<file path="src/rtl/fetch_pkg.sv">
// Shared types and constants for the instruction fetch stage.
package fetch_pkg;

  typedef enum logic [1:0] {
    IDLE,
    REQ,
    WAIT
  } fetch_state_e;

  typedef struct packed {
    logic [31:0] instr;
    logic [31:0] pc;
  } fetch_entry_t;

  localparam logic [31:0] INSTR_NOP         = 32'h0000_0013;
  localparam logic [31:0] DEFAULT_BOOT_ADDR = 32'h0000_0080;

endpackage

</file>
<file path="src/rtl/fetch_fifo.sv">
// Small synchronous FIFO of fetched {instr, pc} entries; flush overrides push and pop.
module fetch_fifo
  import fetch_pkg::*;
#(
  parameter int unsigned DEPTH = 2,
  localparam int unsigned CNT_W = $clog2(DEPTH + 1),
  localparam int unsigned PTR_W = (DEPTH > 1) ? $clog2(DEPTH) : 1
) (
  input  logic             clk_i,
  input  logic             rst_ni,
  input  logic             push,
  input  logic             pop,
  input  logic             flush,
  input  fetch_entry_t     wdata,
  output fetch_entry_t     rdata,
  output logic             full,
  output logic             empty,
  output logic [CNT_W-1:0] count
);

  fetch_entry_t     mem [DEPTH];
  logic [PTR_W-1:0] wr_ptr_q, rd_ptr_q;
  logic [CNT_W-1:0] count_q;
  logic             do_push, do_pop;

  // Pointers wrap explicitly so non-power-of-two depths work.
  function automatic logic [PTR_W-1:0] ptr_inc(input logic [PTR_W-1:0] p);
    return (p == PTR_W'(DEPTH - 1)) ? '0 : p + 1'b1;
  endfunction

  assign empty   = (count_q == '0);
  assign full    = (count_q == CNT_W'(DEPTH));
  assign count   = count_q;
  assign rdata   = mem[rd_ptr_q];
  assign do_pop  = pop & ~empty;
  assign do_push = push & (~full | do_pop);

  always_ff @(posedge clk_i or negedge rst_ni) begin
    if (!rst_ni) begin
      wr_ptr_q <= '0;
      rd_ptr_q <= '0;
      count_q  <= '0;
    end else if (flush) begin
      wr_ptr_q <= '0;
      rd_ptr_q <= '0;
      count_q  <= '0;
    end else begin
      if (do_push) wr_ptr_q <= ptr_inc(wr_ptr_q);
      if (do_pop)  rd_ptr_q <= ptr_inc(rd_ptr_q);
      case ({do_push, do_pop})
        2'b10:   count_q <= count_q + 1'b1;
        2'b01:   count_q <= count_q - 1'b1;
        default: ;
      endcase
    end
  end

  always_ff @(posedge clk_i) begin
    if (do_push && !flush) mem[wr_ptr_q] <= wdata;
  end

endmodule

</file>
<file path="src/rtl/instr_fetch_stage.sv">
// Instruction fetch front end: single-outstanding req/gnt/rvalid master feeding
// a small instruction buffer, with branch redirect flush and stale-response discard.
module instr_fetch_stage
  import fetch_pkg::*;
#(
  parameter logic [31:0] BOOT_ADDR  = DEFAULT_BOOT_ADDR,
  parameter int unsigned FIFO_DEPTH = 2
) (
  input  logic        clk_i,
  input  logic        rst_ni,
  input  logic        fetch_enable_i,
  output logic        instr_req_o,
  output logic [31:0] instr_addr_o,
  input  logic        instr_gnt_i,
  input  logic        instr_rvalid_i,
  input  logic [31:0] instr_rdata_i,
  input  logic        branch_i,
  input  logic [31:0] branch_target_i,
  output logic        instr_valid_o,
  output logic [31:0] instr_rdata_o,
  output logic [31:0] instr_pc_o,
  input  logic        id_ready_i
);

  localparam int unsigned CNT_W = $clog2(FIFO_DEPTH + 1);
  localparam int unsigned OCC_W = CNT_W + 2;

  fetch_state_e     state_q, state_d;
  logic [31:0]      next_addr_q, req_addr_q, inflight_pc_q;
  logic             discard_q;
  logic [CNT_W-1:0] fifo_count;
  logic             fifo_full, fifo_empty;
  logic             wait_rv, pop, push, room, issue, stale_req, grant;
  logic [OCC_W-1:0] occ_after;
  fetch_entry_t     head;

  assign wait_rv   = (state_q == WAIT) & instr_rvalid_i;
  assign pop       = instr_valid_o & id_ready_i;
  assign push      = wait_rv & ~discard_q & ~branch_i;
  assign stale_req = (state_q == REQ) & discard_q;
  assign grant     = instr_req_o & instr_gnt_i;

  // Room for one more request: buffered entries plus the response landing this
  // cycle plus the new request must fit once the current head is consumed.
  assign occ_after = OCC_W'(fifo_count) + OCC_W'(push) + OCC_W'(1);
  assign room      = occ_after <= (OCC_W'(FIFO_DEPTH) + OCC_W'(pop));
  assign issue     = rst_ni & fetch_enable_i & ~branch_i & room;

  assign instr_req_o  = (state_q == REQ) | (issue & ((state_q == IDLE) | wait_rv));
  assign instr_addr_o = (state_q == REQ) ? req_addr_q : next_addr_q;

  always_comb begin
    state_d = state_q;
    unique case (state_q)
      IDLE: if (instr_req_o) state_d = instr_gnt_i ? WAIT : REQ;
      REQ:  if (instr_gnt_i) state_d = WAIT;
      WAIT: if (instr_rvalid_i) begin
              if (instr_req_o) state_d = instr_gnt_i ? WAIT : REQ;
              else             state_d = IDLE;
            end
      default: state_d = IDLE;
    endcase
  end

  always_ff @(posedge clk_i or negedge rst_ni) begin
    if (!rst_ni) begin
      state_q       <= IDLE;
      next_addr_q   <= BOOT_ADDR;
      req_addr_q    <= '0;
      inflight_pc_q <= '0;
      discard_q     <= 1'b0;
    end else begin
      state_q <= state_d;
      if (instr_req_o & ~instr_gnt_i) req_addr_q <= instr_addr_o;
      if (grant) inflight_pc_q <= instr_addr_o;
      // A held request granted after a redirect must not disturb the new target.
      if (branch_i)
        next_addr_q <= {branch_target_i[31:2], 2'b00};
      else if (grant & ~stale_req)
        next_addr_q <= instr_addr_o + 32'd4;
      if (branch_i & ((state_q == REQ) | ((state_q == WAIT) & ~instr_rvalid_i)))
        discard_q <= 1'b1;
      else if (wait_rv)
        discard_q <= 1'b0;
    end
  end

  fetch_fifo #(
    .DEPTH (FIFO_DEPTH)
  ) u_fifo (
    .clk_i  (clk_i),
    .rst_ni (rst_ni),
    .push   (push),
    .pop    (pop),
    .flush  (branch_i),
    .wdata  ('{instr: instr_rdata_i, pc: inflight_pc_q}),
    .rdata  (head),
    .full   (fifo_full),
    .empty  (fifo_empty),
    .count  (fifo_count)
  );

  assign instr_valid_o = ~fifo_empty;
  assign instr_rdata_o = fifo_empty ? '0 : head.instr;
  assign instr_pc_o    = fifo_empty ? '0 : head.pc;

  no_overflow_a: assert property (@(posedge clk_i) disable iff (!rst_ni)
    !(push && fifo_full && !pop));

endmodule

</file>
<file path="config.mk">
export PLATFORM = sky130hd
export DESIGN_NAME = instr_fetch_stage
export DESIGN_NICKNAME = d
export VERILOG_FILES = /design/src/rtl/fetch_pkg.sv /design/src/rtl/fetch_fifo.sv /design/src/rtl/instr_fetch_stage.sv
export SDC_FILE = /design/constraint.sdc
export NUM_CORES = 1
export LEC_CHECK = 0
export BUFFER_PORTS_ARGS = -buffer_cell sky130_fd_sc_hd__buf_2
export CAP_MARGIN = 25
export CELL_PAD_IN_SITES_DETAIL_PLACEMENT = 1
export CELL_PAD_IN_SITES_GLOBAL_PLACEMENT = 1
export CORE_ASPECT_RATIO = 0.75
export CORE_MARGIN = 10
export CORE_UTILIZATION = 32
export CTS_CLUSTER_DIAMETER = 40
export DETAILED_ROUTE_END_ITERATION = 7
export PLACE_DENSITY = 0.59
export SYNTH_ARGS = -nofsm -noshare
export SYNTH_HDL_FRONTEND = slang
export SYNTH_SLANG_ARGS = --single-unit
</file>
<file path="constraint.sdc">
create_clock -name clk_i -period 6.5 [get_ports clk_i]
set_clock_uncertainty 0.15 [all_clocks]
set_input_delay 0.65 -clock clk_i [delete_from_list [all_inputs] [get_ports clk_i]]
set_output_delay 0.65 -clock clk_i [all_outputs]
set_load 0.01 [all_outputs]
</file>
Word-level counts from Yosys, hierarchy flattened
Memories as Yosys holds them, arrays and structs flattened.
Cells that the tools add are included.
{"block": "totals", "reg_bits": 103, "mem_bits_rw": 128, "inputBits": 71, "output_inout_bits": 98, "word_cells": 86, "memories": 1}
{"memory": "u_fifo.mem", "depth": 2, "word_bits": 64, "read_ports": 1, "rd_clocked_by_memory_dff": 0, "wr": 1, "line": "fetch_fifo.sv:21", "rtl": "fetch_entry_t mem [DEPTH];"}
{"block": "classes", "n_addsub": 8, "n_lt_le_gt_ge": 1, "eq_ne": 8, "n_mux": 23, "n_bitwise": 27, "n_reduce_logical": 10}
{"operator": "$mux 32", "n": 5}
{"operator": "$add 32x3->32 const B", "n": 1}
{"operator": "$and 1x1->1", "n": 16}
{"operator": "$mux 2", "n": 6}
{"operator": "$mux 1", "n": 10}
{"operator": "$reduce_bool 2->1", "n": 4}
{"operator": "$not 1->1", "n": 7}
{"operator": "$eq 2x2->1 const B", "n": 3}
{"operator": "$ne 2x2->1 const B", "n": 3}
{"operator": "$pmux 2 s3", "n": 1}
{"operator": "$add 3x1->4 const B", "n": 1}
{"operator": "$eq 2x1->1 const B", "n": 2}
{"operator": "$le 4x3->1", "n": 1}
{"operator": "$logic_not 2->1", "n": 2}
{"operator": "$or 1x1->1", "n": 4}
{"operator": "$pmux 2 s2", "n": 1}
{"operator": "$add 2x1->3", "n": 1}
{"operator": "$add 2x1->3 const A", "n": 1}
{"operator": "$reduce_and 3->1", "n": 1}
{"operator": "$reduce_bool 3->1", "n": 1}
{"operator": "$add 1x1->1 const B", "n": 2}
{"operator": "$add 2x1->2 const B", "n": 1}
{"operator": "$sub 2x1->2 const B", "n": 1}
{"operator": "$logic_and 1x1->1", "n": 1}
{"operator": "$logic_not 1->1", "n": 1}

Logic depth before layout (Yosys ltp)
{"block": "depth", "depth_word": 14, "mapped_depth": 14}

Hierarchy
Synthesis repeated with hierarchy kept, for this count alone.
{"block": "hier_totals", "cells_unflattened": 895, "hier_area_um2": 10618.9}
{"mod": "instr_fetch_stage", "n_inst": 1, "cells_each": 671, "area_each_um2": 5765.5, "seq_area_each_um2": 2478.6}
{"mod": "fetch_fifo", "n_inst": 1, "cells_each": 224, "area_each_um2": 4853.4, "seq_area_each_um2": 3943.8}

Worst setup path before layout
OpenSTA, ideal clock, no wires.
{"block": "synth_timing", "path_type": "input-to-reg", "start": "in branch_i", "end": "mem u_fifo.mem[0][0] in the netlist's numbering (enable)", "setup_ps": 488, "arrival_ps": 4237, "path_slack_ps": 1626, "path_stages": 4, "n_path_buf": 1, "path_cell_list": "or4b_1 > clkbuf_1 > a31o_1 > nor2_1"}
{"block": "synth_via", "elab_chain_len": 6, "word_cells_on_any_way": 7, "cone_classes": "2 x mux; 3 x bitwise; 2 x reduce/logical"}
{"element": "from (decl)", "line": "instr_fetch_stage.sv:17", "rtl": "input logic branch_i,"}
{"element": "$not 1->1", "line": "instr_fetch_stage.sv:39", "rtl": "assign push = wait_rv & ~discard_q & ~branch_i;"}
{"element": "$and 1x1->1", "line": "instr_fetch_stage.sv:39"}
{"element": "$and 1x1->1", "line": "fetch_fifo.sv:36", "rtl": "assign do_push = push & (~full | do_pop);"}
{"element": "$logic_and 1x1->1 (*)", "line": "fetch_fifo.sv:59", "rtl": "if (do_push && !flush) mem[wr_ptr_q] <= wdata;"}
{"element": "$mux 1 (*)", "line": "fetch_fifo.sv:59"}
{"element": "$mux 1 (implied by the code) (*)", "line": "fetch_fifo.sv:59"}
{"element": "to (decl)", "line": "fetch_fifo.sv:21"}
Every way passes the cells marked *; elsewhere a longest branch is shown, timed or not.

Worst setup path in the final report
{"block": "layout_timing", "start": "reg state_q[1]", "end": "out instr_req_o"}
{"block": "layout_via", "elab_chain_len": 10, "word_cells_on_any_way": 13, "cone_classes": "2 x add/sub; 1 x order compare; 2 x eq/ne; 7 x bitwise; 1 x reduce/logical"}
{"element": "from (decl)", "line": "instr_fetch_stage.sv:28", "rtl": "fetch_state_e state_q, state_d;"}
{"element": "from (signal assigned)", "line": "instr_fetch_stage.sv:73", "rtl": "state_q <= state_d;"}
{"element": "$eq 2x2->1", "line": "instr_fetch_stage.sv:37", "rtl": "assign wait_rv = (state_q == WAIT) & instr_rvalid_i;"}
{"element": "$and 1x1->1", "line": "instr_fetch_stage.sv:37"}
{"element": "$and 1x1->1 (2 in a row)", "line": "instr_fetch_stage.sv:39"}
{"element": "$add 2x1->3", "line": "instr_fetch_stage.sv:45", "rtl": "assign occ_after = OCC_W'(fifo_count) + OCC_W'(push) + OCC_W'(1);"}
{"element": "$add 3x1->4", "line": "instr_fetch_stage.sv:45"}
{"element": "$le 4x3->1", "line": "instr_fetch_stage.sv:46", "rtl": "assign room = occ_after <= (OCC_W'(FIFO_DEPTH) + OCC_W'(pop));"}
{"element": "$and 1x1->1", "line": "instr_fetch_stage.sv:47", "rtl": "assign issue = rst_ni & fetch_enable_i & ~branch_i & room;"}
{"element": "$and 1x1->1", "line": "instr_fetch_stage.sv:49", "rtl": "assign instr_req_o = (state_q == REQ) | (issue & ((state_q == IDLE) | wait_rv));"}
{"element": "$or 1x1->1 (*)", "line": "instr_fetch_stage.sv:49"}
{"element": "to (decl)", "line": "instr_fetch_stage.sv:12", "rtl": "output logic instr_req_o,"}
Marks and branches as above.

==> impl_metrics.csv <==
group,metric,value,unit
clock_network,path_clk_slew,0.06,ns
placed_design,io_buffers,166,
route,drt_iter0_markers,339,
floorplanning,io_pins,169,
final_layout,final.fill_count,3450,
timing,setup_tns,0,ns
logic_synthesis,yosysSeqAreaShare,62.0,%
final_layout,drive_above_1_share,25.1,%
placed_design,post_dp_cell_area,0.0117,mm^2
final_layout,register_area,0.00643,mm^2
clock_network,h-tree-depth,2,
logic_synthesis,yosys-top-cells-count,"edfxtp_1 (128), nor2_1 (120), mux2i_1 (106)",
clock_network,cts_made_buffers,35,
setup_path,required,5.70,ns
flow_run,timing.max_cap.violations,0,
setup_path,critPathMaxFanout,8,
logic_synthesis,synth_fp_nets,958,
clock_network,cts_setup_buffers,0,
global_route,grt.total_usage,14.8,%
floorplanning,die_area,0.0401,mm^2
global_route,overflow,0,
global_route,antenna_found_initial,0,
timing,slew_viol_final,0,
final_layout,stdcell_area,0.0129,mm^2
final_layout,n_antenna_cell,0,
logic_synthesis,avgSynthCellArea,11.7,um^2
power,comb_power_share,12.3,%
placed_design,hpwl,20400,um
setup_path,arrival,3.18,ns
timing,fmax,251,MHz
clock_network,cts_buffer_depth,3,
timing,hold_viol,0,
floorplanning,start_util,32.8,%
final_layout,multi_input_comb_area,0.00363,mm^2
power,ir_drop,0.126,mV
timing,setup_viol_count_final,0,
power,clkPwrFrac,44.2,%
power,swShare,26.6,%
global_route,grt_pass1_wl,46600,um
setup_path,cp-end-kind,"output port",
power,p_sw,1170,uW
logic_synthesis,yosysUniqueCellTypes,57,
power,seqPwrFrac,43.5,%
setup_path,crit_family,"simple AND/OR/NAND/NOR gates",
clock_network,clockRootBuffer,"clkbuf_16",
route,vias,7351,
route,finalWirelength,30100,um
floorplanning,dieHeight,176,um
route,drc,0,
timing,rsz0062_at_grt,"false",
clock_network,post_cts_resized,0,
final_layout,fin_nets,1126,
outcome,status,"finished, final reports clean",
placed_design,place_ws,2.35,ns
route,via_per_inst,4.86,
route,ant_nets,0,
setup_path,slowest_delay,0.59,ns
logic_synthesis,netlist_instances,883,
logic_synthesis,ys.warnings.count,0,
setup_path,worst-path-buf-inv,1,
clock_network,cts.sinks,231,
route,firstDrtPassIters,4,
setup_path,crit_path_top_delay_cell,"or4b_1",
timing,period_share,61.3,%
worst_hold_path,hold_path_class,"input pin to async pin",
power,p_int,3220,uW
timing,tightest_slew,0.858,ns
logic_synthesis,synth-edff-count,128,
route,post_drt_wl_per_cell,19.9,um
clock_network,cts_tree,"built",
placed_design,gp_congestion,0.766,
floorplanning,rows,56,
clock_network,clock_latency,0.51,ns
timing,maxSlewHeadroom,42.7,%
timing,setup_slack,2.52,ns
logic_synthesis,yosysMostFrequentCell,"edfxtp_1",
timing,period_needed,3.98,ns
global_route,grt_max_degree,66,
logic_synthesis,synth_seq_cells,231,
floorplanning,core_area,0.0316,mm^2
final_layout,synthToLayoutAreaGrowth,24.4,%
power,power.density,341,mW/mm^2
setup_path,cp-start-kind,"flop",
logic_synthesis,yosysTopAreaCellShare,37.1,%
logic_synthesis,yosysTopAreaCell,"edfxtp_1",
logic_synthesis,syn_area,0.0104,mm^2
logic_synthesis,async_flop_share,44.6,%
global_route,grt_pass1_vias,7765,
setup_path,criticalPathCategory,"flop to output port",
setup_path,cp_cell_sequence,"nand2b_1 -> or4b_1 -> ha_1 -> ha_1 -> nor3b_1 -> a211o_1 -> nand2_1 -> buf_2",
setup_path,critPathMostFrequentCell,"ha_1",
floorplanning,die_x,228,um
clock_network,hold_buffers,0,
power,leakagePower,0.00521,uW
logic_synthesis,netlist_top_cells_area,"edfxtp_1 (37%), dfrtp_1 (25%), mux2i_1 (10%)",
logic_synthesis,synthFlopType,"edfxtp_1",
==> metal layers <==
layer / vias to the layer above / global-route usage [%] / wire length (um)
li1: 3490 / - / -
met1: 3685 / 19.6 / 14000
met2: 144 / 24.2 / 14100
met3: 32 / 3.45 / 1630
met4: 0 / 3.26 / 363
met5: - / 0 / 0
==> state kept, by name, indices dropped and copies added, names as in the netlist <==
signal and count:
state_q 2, u_fifo.wr_ptr_q 1, u_fifo.count 2, u_fifo.mem 128
u_fifo.rd_ptr_q 1, discard_q 1, req_addr_q 32, inflight_pc_q 32
next_addr_q 32
==> through the flow <==
step                utilization, %  hold WS [ns]  total power, uW  std cells
floorplan                        -         0.204             2250        883
global placement              37.0         0.298             2460       1449
detailed placement            37.0         0.306             2490       1449
CTS                           40.8        0.0338             4460       1511
global route                  40.8        0.0414             4620       1511
finish                        40.8        0.0109             4390       1511
==> layout by cell type, fill, tap and decap left out, types with 12 or more instances in the layout <==
cell type and count:
nand3_1 12, buf_4 15, inv_1 38, o21ai_0 47, edfxtp_1 128, nor2_1 117
dfrtp_1 101, clkbuf_16 35, nand2_1 87, a21oi_1 55, mux2i_1 106, xnor2_1 19
buf_2 165, and3_1 20
==> worst paths after layout <==
check	startpoint	endpoint	slack, ns	depth (start not counted)
min in group clk_i	instr_rdata_i[15]	u_fifo.mem[1][47]	0.19	1
worst min-delay path	rst_ni	inflight_pc_q[13]	0.01	1
max in group asynchronous	rst_ni	u_fifo.rd_ptr_q	4.81	2
worst max-delay path	state_q[1]	instr_req_o	2.52	8
worst max register to register	state_q[1]	inflight_pc_q[28]	2.61	10
worst min register to register	inflight_pc_q[15]	u_fifo.mem[0][15]	0.32	0
==> worst register-to-register path: stages, from the launching register on <==
cell	delay [ns]
dfrtp_1	0.53
nand2b_1	0.12
or4b_1	0.59
ha_1	0.32
ha_1	0.29
nor3b_1	0.31
a211o_1	0.22
nand2_1	0.09
nand2_2	0.51
buf_4	0.45
o21ai_0	0.17
==> cell type report <==
type                       instances  area share (%)
sequential                       231            49.8
multi-input combinational        565            28.2
timing repair buffer             180            7.28
clock buffer                      38            6.96
tap                              435            4.22
clock inverter                    24            2.41
inverter                          38            1.11
==> cells by family (layout without fill, tap and decap cells) <==
kind of cell             after synthesis  after routing  synth area share (%)
multiplexers                         116            116                  11.8
adder cells (fa/ha/maj)                4              4                 0.483
XOR/XNOR                              19             19                  1.61
buffers and inverters                 87            280                  3.42
flip-flops                           231            231                  62.0
AND/OR/NAND/NOR                      285            285                  12.6
AO/OA/AOI/OAI                        141            141                  8.14
==> power groups by stage <==
stage               clock (uW)  sequential (uW)  combinational (uW)
CTS                       1990             1910                 556
finish                    1940             1910                 542
global placement             0             1920                 534
global route              2070             1940                 617
detailed placement           0             1930                 554
floorplan                    0             1880                 367
Power figures use the tool's default switching activity.
